--- src/rtl/alu_arbiter_pkg.sv ---
// ----------------------------------------------------------------------------
// alu_arbiter_pkg
//   Shared definitions for the two-requester ALU arbiter:
//     state_t      - FSM state encoding (IDLE / EXEC / RESP)
//     OP_*         - opcodes that need non-default ALU control bits
//     alu_ctrl_t   - invert-A / invert-B / carry-in control bundle
//     decode_ctrl  - maps an opcode to its ALU control bundle
// ----------------------------------------------------------------------------
package alu_arbiter_pkg;

    typedef enum logic [1:0] {
        ST_IDLE = 2'd0,
        ST_EXEC = 2'd1,
        ST_RESP = 2'd2
    } state_t;

    localparam logic [3:0] OP_SUB  = 4'b0001;
    localparam logic [3:0] OP_SLT  = 4'b1001;
    localparam logic [3:0] OP_SLE  = 4'b1010;
    localparam logic [3:0] OP_ANDN = 4'b1101;

    typedef struct packed {
        logic inva;
        logic invb;
        logic cin;
    } alu_ctrl_t;

    // SUB computes ~a + b + 1; the compares compute a + ~b + 1;
    // ANDN only needs b inverted. Everything else runs with plain operands.
    function automatic alu_ctrl_t decode_ctrl(input logic [3:0] op);
        alu_ctrl_t ctrl;
        ctrl = '0;
        case (op)
            OP_SUB: begin
                ctrl.inva = 1'b1;
                ctrl.cin  = 1'b1;
            end
            OP_SLT, OP_SLE: begin
                ctrl.invb = 1'b1;
                ctrl.cin  = 1'b1;
            end
            OP_ANDN: begin
                ctrl.invb = 1'b1;
            end
            default: ctrl = '0;
        endcase
        return ctrl;
    endfunction

endpackage

--- src/rtl/alu_arbiter_rr_arb2.sv ---
// ----------------------------------------------------------------------------
// rr_arb2
//   Two-way round-robin grant logic (purely combinational).
//   Ports:
//     req   [1:0] in   request vector, bit n = requester n
//     ptr         in   priority pointer: requester that wins a tie
//     grant [1:0] out  one-hot grant (zero when no request)
//   A lone requester always wins; the pointer only breaks ties.
// ----------------------------------------------------------------------------
module rr_arb2 (
    input  logic [1:0] req,
    input  logic       ptr,
    output logic [1:0] grant
);

    always_comb begin
        // NOTE: default assignment first so no path leaves grant unassigned
        // (otherwise a latch is inferred).
        grant = 2'b00;
        case (req)
            2'b01:   grant = 2'b01;
            2'b10:   grant = 2'b10;
            2'b11:   grant = ptr ? 2'b10 : 2'b01;
            default: grant = 2'b00;
        endcase
    end

endmodule

--- src/rtl/alu_arbiter.sv ---
// ----------------------------------------------------------------------------
// alu_arbiter
//   Shares one external combinational ALU between two requesters. One
//   operation is in flight at a time: IDLE grants a requester and latches its
//   operation, EXEC drives the ALU and captures its result, RESP holds the
//   result until the consumer takes it.
//   Ports:
//     clk, rst                       clock, asynchronous active-high reset
//     req{0,1}_valid/_ready          request handshake per requester
//     req{0,1}_op/_a/_b              opcode and operands per requester
//     resp_valid/_ready              response handshake
//     resp_id/_data/_zero/_ofl       owning requester, result and flags
//     alu_op/_a/_b/_cin/_inva/_invb  drive to the shared ALU (zero outside EXEC)
//     alu_res/_zero/_ofl             shared ALU outputs
// ----------------------------------------------------------------------------
module alu_arbiter
    import alu_arbiter_pkg::*;
#(
    parameter int WIDTH = 16
) (
    input  logic             clk,
    input  logic             rst,

    input  logic             req0_valid,
    output logic             req0_ready,
    input  logic [3:0]       req0_op,
    input  logic [WIDTH-1:0] req0_a,
    input  logic [WIDTH-1:0] req0_b,

    input  logic             req1_valid,
    output logic             req1_ready,
    input  logic [3:0]       req1_op,
    input  logic [WIDTH-1:0] req1_a,
    input  logic [WIDTH-1:0] req1_b,

    output logic             resp_valid,
    input  logic             resp_ready,
    output logic             resp_id,
    output logic [WIDTH-1:0] resp_data,
    output logic             resp_zero,
    output logic             resp_ofl,

    output logic [3:0]       alu_op,
    output logic [WIDTH-1:0] alu_a,
    output logic [WIDTH-1:0] alu_b,
    output logic             alu_cin,
    output logic             alu_inva,
    output logic             alu_invb,
    input  logic [WIDTH-1:0] alu_res,
    input  logic             alu_zero,
    input  logic             alu_ofl
);

    state_t     state;
    logic       ptr;
    logic       id_q;
    alu_ctrl_t  ctrl_q;
    logic [1:0] grant;
    logic       idle;

    logic [3:0]       sel_op;
    logic [WIDTH-1:0] sel_a;
    logic [WIDTH-1:0] sel_b;

    rr_arb2 u_arb (
        .req   ({req1_valid, req0_valid}),
        .ptr   (ptr),
        .grant (grant)
    );

    // Ready is combinational so a grant takes effect at the same edge that
    // latches the operation; it is held low throughout reset.
    assign idle       = (state == ST_IDLE) && !rst;
    assign req0_ready = idle && grant[0];
    assign req1_ready = idle && grant[1];

    assign sel_op = grant[1] ? req1_op : req0_op;
    assign sel_a  = grant[1] ? req1_a  : req0_a;
    assign sel_b  = grant[1] ? req1_b  : req0_b;

    assign alu_inva = ctrl_q.inva;
    assign alu_invb = ctrl_q.invb;
    assign alu_cin  = ctrl_q.cin;

    // The ALU drive registers double as the latched operation: loaded on
    // grant and cleared when EXEC ends, so the ALU sees zeros outside EXEC.
    // NOTE: sequential state uses non-blocking assignments only, so every
    // register samples pre-edge values regardless of statement order.
    always_ff @(posedge clk or posedge rst) begin
        // NOTE: every register, including the latched operands, is reset so
        // an aborted operation leaves nothing behind.
        if (rst) begin
            state      <= ST_IDLE;
            ptr        <= 1'b0;
            id_q       <= 1'b0;
            ctrl_q     <= '0;
            alu_op     <= '0;
            alu_a      <= '0;
            alu_b      <= '0;
            resp_valid <= 1'b0;
            resp_id    <= 1'b0;
            resp_data  <= '0;
            resp_zero  <= 1'b0;
            resp_ofl   <= 1'b0;
        end else begin
            case (state)
                ST_IDLE: begin
                    if (|grant) begin
                        id_q   <= grant[1];
                        alu_op <= sel_op;
                        alu_a  <= sel_a;
                        alu_b  <= sel_b;
                        ctrl_q <= decode_ctrl(sel_op);
                        // Priority moves to whichever requester did not win.
                        ptr    <= ~grant[1];
                        state  <= ST_EXEC;
                    end
                end
                ST_EXEC: begin
                    resp_valid <= 1'b1;
                    resp_id    <= id_q;
                    resp_data  <= alu_res;
                    resp_zero  <= alu_zero;
                    resp_ofl   <= alu_ofl;
                    alu_op     <= '0;
                    alu_a      <= '0;
                    alu_b      <= '0;
                    ctrl_q     <= '0;
                    state      <= ST_RESP;
                end
                ST_RESP: begin
                    if (resp_ready) begin
                        resp_valid <= 1'b0;
                        state      <= ST_IDLE;
                    end
                end
                default: state <= ST_IDLE;
            endcase
        end
    end

endmodule

--- config.mk ---
export PLATFORM = sky130hd
export DESIGN_NAME = alu_arbiter
export DESIGN_NICKNAME = d
export VERILOG_FILES = /design/src/rtl/alu_arbiter_pkg.sv /design/src/rtl/alu_arbiter_rr_arb2.sv /design/src/rtl/alu_arbiter.sv
export SDC_FILE = /design/constraint.sdc
export NUM_CORES = 1
export LEC_CHECK = 0
export ABC_AREA = 1
export CAP_MARGIN = 20
export CORE_ASPECT_RATIO = 0.75
export CORE_MARGIN = 1
export CORE_UTILIZATION = 39
export CTS_BUF_LIST = sky130_fd_sc_hd__clkbuf_4 sky130_fd_sc_hd__clkbuf_8
export DETAILED_ROUTE_END_ITERATION = 10
export HOLD_SLACK_MARGIN = 0.05
export PLACE_DENSITY = 0.78
export SETUP_SLACK_MARGIN = 0.3
export SLEW_MARGIN = 20
export SYNTH_ARGS = -nofsm -noshare
export SYNTH_HDL_FRONTEND = slang
export SYNTH_SLANG_ARGS = --single-unit
--- constraint.sdc ---
create_clock -name clk -period 2.46 [get_ports clk]
set_clock_uncertainty 0.1 [all_clocks]
set_input_delay 0.492 -clock clk [delete_from_list [all_inputs] [get_ports clk]]
set_output_delay 0.492 -clock clk [all_outputs]
set_load 0.05 [all_outputs]
==> impl_results.md <==
- Result of the run: complete, no violations
- Part of the cycle the worst path needs: approximately 85%
- Final-layout setup total negative slack: 0 ns
- Most instantiated flip-flop cell in the synthesis netlist: dfrtp_1
- Total count of max-transition violations in the final report: 0
- Crit start category: flop
- Total number of nets in the final design: slightly below 600
- Vias in the first global route: about 2600
- Number of buffers created by CTS: 9
- Min Tclk post-route: roughly 2.1 ns
- Layout filler cell count: approximately 570
- Number of endpoints with negative hold slack in the final report: 0
- Per-instance average area after synthesis: approximately 8.3 um2
- Worst reg2reg setup slack: around 0.76 ns
- Worst-Skew Late Latency: approximately 0.33 ns
- Cell Area, Placed: 4462 um2
- Net switching fraction of the power: about 51%
- Clock share of power: about an eighth
- Multi-input logic area: 1067 um2
- Biggest cell delay along the critical path: approximately 0.8 ns
- Switching power summed over all nets: approximately 0.0033 W
- Share of layout cells above drive strength 1: 7.646%
- Maximum buffer depth of the clock tree: 2
- Clock Root Buffer: clkbuf_8
- Placer congestion estimate: a little under 0.8
- IO Pins: 156
- Maximum level of the CTS H-tree: 3
- Final HPWL DP: 5789 um
- Routed WL per cell: 13.61 um
- Growth of design area from synthesis to finish: 67.23%
- Number of iterations in the first detailed-routing pass: 4
- Share of Yosys cell area claimed by the top area cell type: 56.33%
- Initial antenna violation count: 0
- DRC violation total after the first TritonRoute iteration: between 100 and 150
- Share of flip-flops with an asynchronous set or reset: 100.0%
- LEAKAGE: ~2.2 nW
- Sequence of cells on the critical path: clkdlybuf4s50_1
- Start-to-end type of the worst setup path: reg -> out
- Cell with the largest stage delay on the worst path: clkdlybuf4s50_1
- RSZ-0062 raised after global routing: false
- Number of buffers and inverters on the critical path: 1
- Number of remaining DRC errors: 0
- Synth Warn #: 0
- Min-delay worst type: reg -> reg
- Maximum clock frequency: ~480 MHz
- Worst path arrival time: between 1.5 and 2 ns
- Critical path required time: 1.87 ns
- Count of cell types in the netlist: 19
- Post-synth EDFFs: 0
- Relative slew slack: 62.11%
- Pwr per Cell Area: about 1400 nW/um2
- Setup Viol. Count Final: 0
- Type of element capturing the critical path: output pin
- Remaining number of nets flagged by the antenna check after routing: 0
- Die area: around 7500 um2
- Cell internal power dissipation: ~0.0033 W
- Summed instance area of the synthesized netlist: approximately 2800 um2
- Crit-path leading delay family: buffers and inverters
- Post-Syn Instances: between 300 and 400
- Biggest fanout along the worst timing path: 2
- Slew @ Worst Pin: 0.5676 ns
- Non-Filler Cell Area, Final: about 4700 um2
- Die width: about 100 um
- Grt ovf: 0
- Largest net degree at the start of global routing: 45
- Standard-cell row count: 26
- Sinks on Clock Net: 63
- Antenna cells: 0
- Sequential share of the synthesized area: 56.33%
- Peak supply drop: around 0.72 mV
- Relative contribution of combinational cells to total power: about 60%
- Via density per instance: 4.750
- Area contributors post-synth: dfrtp_1 56%, nand2_1 15%, o21ai_1 6.8%
- Post-synthesis register bit count: 63
- Die Height: 75.37 um
- Dominant cell type by area after synthesis: dfrtp_1
- Fraction of power consumed by sequential logic: around 27%
- Starting utilization of the core area: around two fifths
- GR Util All Layers: 21.68%
- Port Buffer Count: 155
- Number of violations of the max-capacitance limit: 0
- TritonCTS clock tree: done
- Post-Route WL: 8100 um
- Clk slew on worst S/H paths: roughly 0.07 ns
- Net count after synthesis: roughly 430
- First-pass GRT wire length: between 10000 and 15000 um
- Via Count: 2826
- Core Box Area: about 6900 um2
- Seq. cell area: ~1600 um2
==> metal layers <==
layer / wire (um) / vias to the layer above / global-route usage (%) / share of wire, %
li1: - / 1391 / - / -
met1: 3505 / 1306 / 26.12 / 43
met2: 3792 / 114 / 35.48 / 47
met3: 660 / 15 / 9.725 / 8.1
met4: 142 / 0 / 6.863 / 1.8
met5: 0 / - / 0 / 0
==> synthesized netlist by cell type, types with 2 or more instances <==
cell type,n
nand2_1,114
dfrtp_1,63
o21ai_1,38
nor2_1,36
o21ai_0,32
inv_1,10
buf_2,8
nand3_1,7
buf_6,6
clkbuf_1,6
inv_2,4
nor3_1,3
a21oi_1,2
nand2_2,2
nand3b_1,2
==> layout make-up <==
cell class / instances / share of cell area (%)
Timing Repair Buffer: 164 / 35.77
Sequential cell: 63 / 33.68
Multi-Input combinational cell: 240 / 22.80
Clock buffer: 11 / 3.234
Tap cell: 98 / 2.620
Inverter: 14 / 1.203
Clock inverter: 5 / 0.6950
==> layout by cell type, fill, tap and decap left out <==
master,count
buf_4,7
clkinv_2,2
nand3b_1,2
nand2_4,1
o21ai_0,32
o21bai_1,1
nor3_1,1
nand2_2,1
nor2_1,36
clkinvlp_4,4
o21ai_1,38
a22o_1,1
dlymetal6s2s_1,5
clkdlybuf4s50_1,146
nand3_1,7
dfrtp_1,63
nor3_4,2
inv_2,4
dlygate4sd2_1,2
clkbuf_8,11
o21ai_4,1
nand2_1,114
nor2_2,1
buf_12,4
inv_1,9
a21oi_1,2
==> flip-flops by register name (all words and copies together), names as in the netlist <==
register	cells
alu_a	16
alu_b	16
alu_cin	1
alu_inva	1
alu_invb	1
alu_op	4
id_q	1
ptr	1
resp_data	16
resp_id	1
resp_ofl	1
resp_valid	1
resp_zero	1
state	2
==> cell families after synthesis <==
group / after synthesis / synth area share, %
DFF: 63 / 56.33
AOI/OAI and AO/OA: 75 / 14.04
and+or+nand+nor: 165 / 23.11
buffers and inverters: 34 / 6.526
==> stage by stage <==
step                worst slack [ns]  hold slack [ns]  power (W)  utilization [%]  cells
floorplan                     0.3220           0.3781   0.004434                -    337
global placement              0.1803           0.3521   0.005719            65.00    578
detailed placement            0.1396           0.3576   0.005794            65.00    578
CTS                           0.3115           0.3753   0.006645            68.01    595
global route                  0.3006           0.3916   0.006959            68.19    595
finish                        0.3574           0.3711   0.006579            68.19    595
==> final timing paths <==
check,start,endpoint,cells past startpoint
min in group asynchronous,rst,alu_a[2],2
setup reg to reg,state[1],alu_a[0],5
hold reg to reg,resp_data[12],resp_data[12],2
setup / recovery,alu_op[0],alu_op[0],1
max in group asynchronous,rst,alu_b[9],3
hold / removal,resp_data[12],resp_data[12],2
==> power by group through the flow <==
stage | Sequential (W) | Clock (W) | Combinational (W)
final | 0.00177 | 0.000816 | 0.00400
after global routing | 0.00183 | 0.000887 | 0.00424
after CTS | 0.00177 | 0.000838 | 0.00403
after detailed placement | 0.00178 | 0 | 0.00401
after global placement | 0.00177 | 0 | 0.00395
after floorplan | 0.00332 | 0 | 0.00111
==> what timing repair did <==
| action | in CTS | in global routing |
|---|---|---|
| setup endpoints to repair | 2 | 5 |
| gates resized for setup | 5 | 5 |
| hold buffers | 0 | 0 |
| pin swaps | 1 | 0 |
| setup buffers | 1 | 0 |
Power figures use the tool's default switching activity.
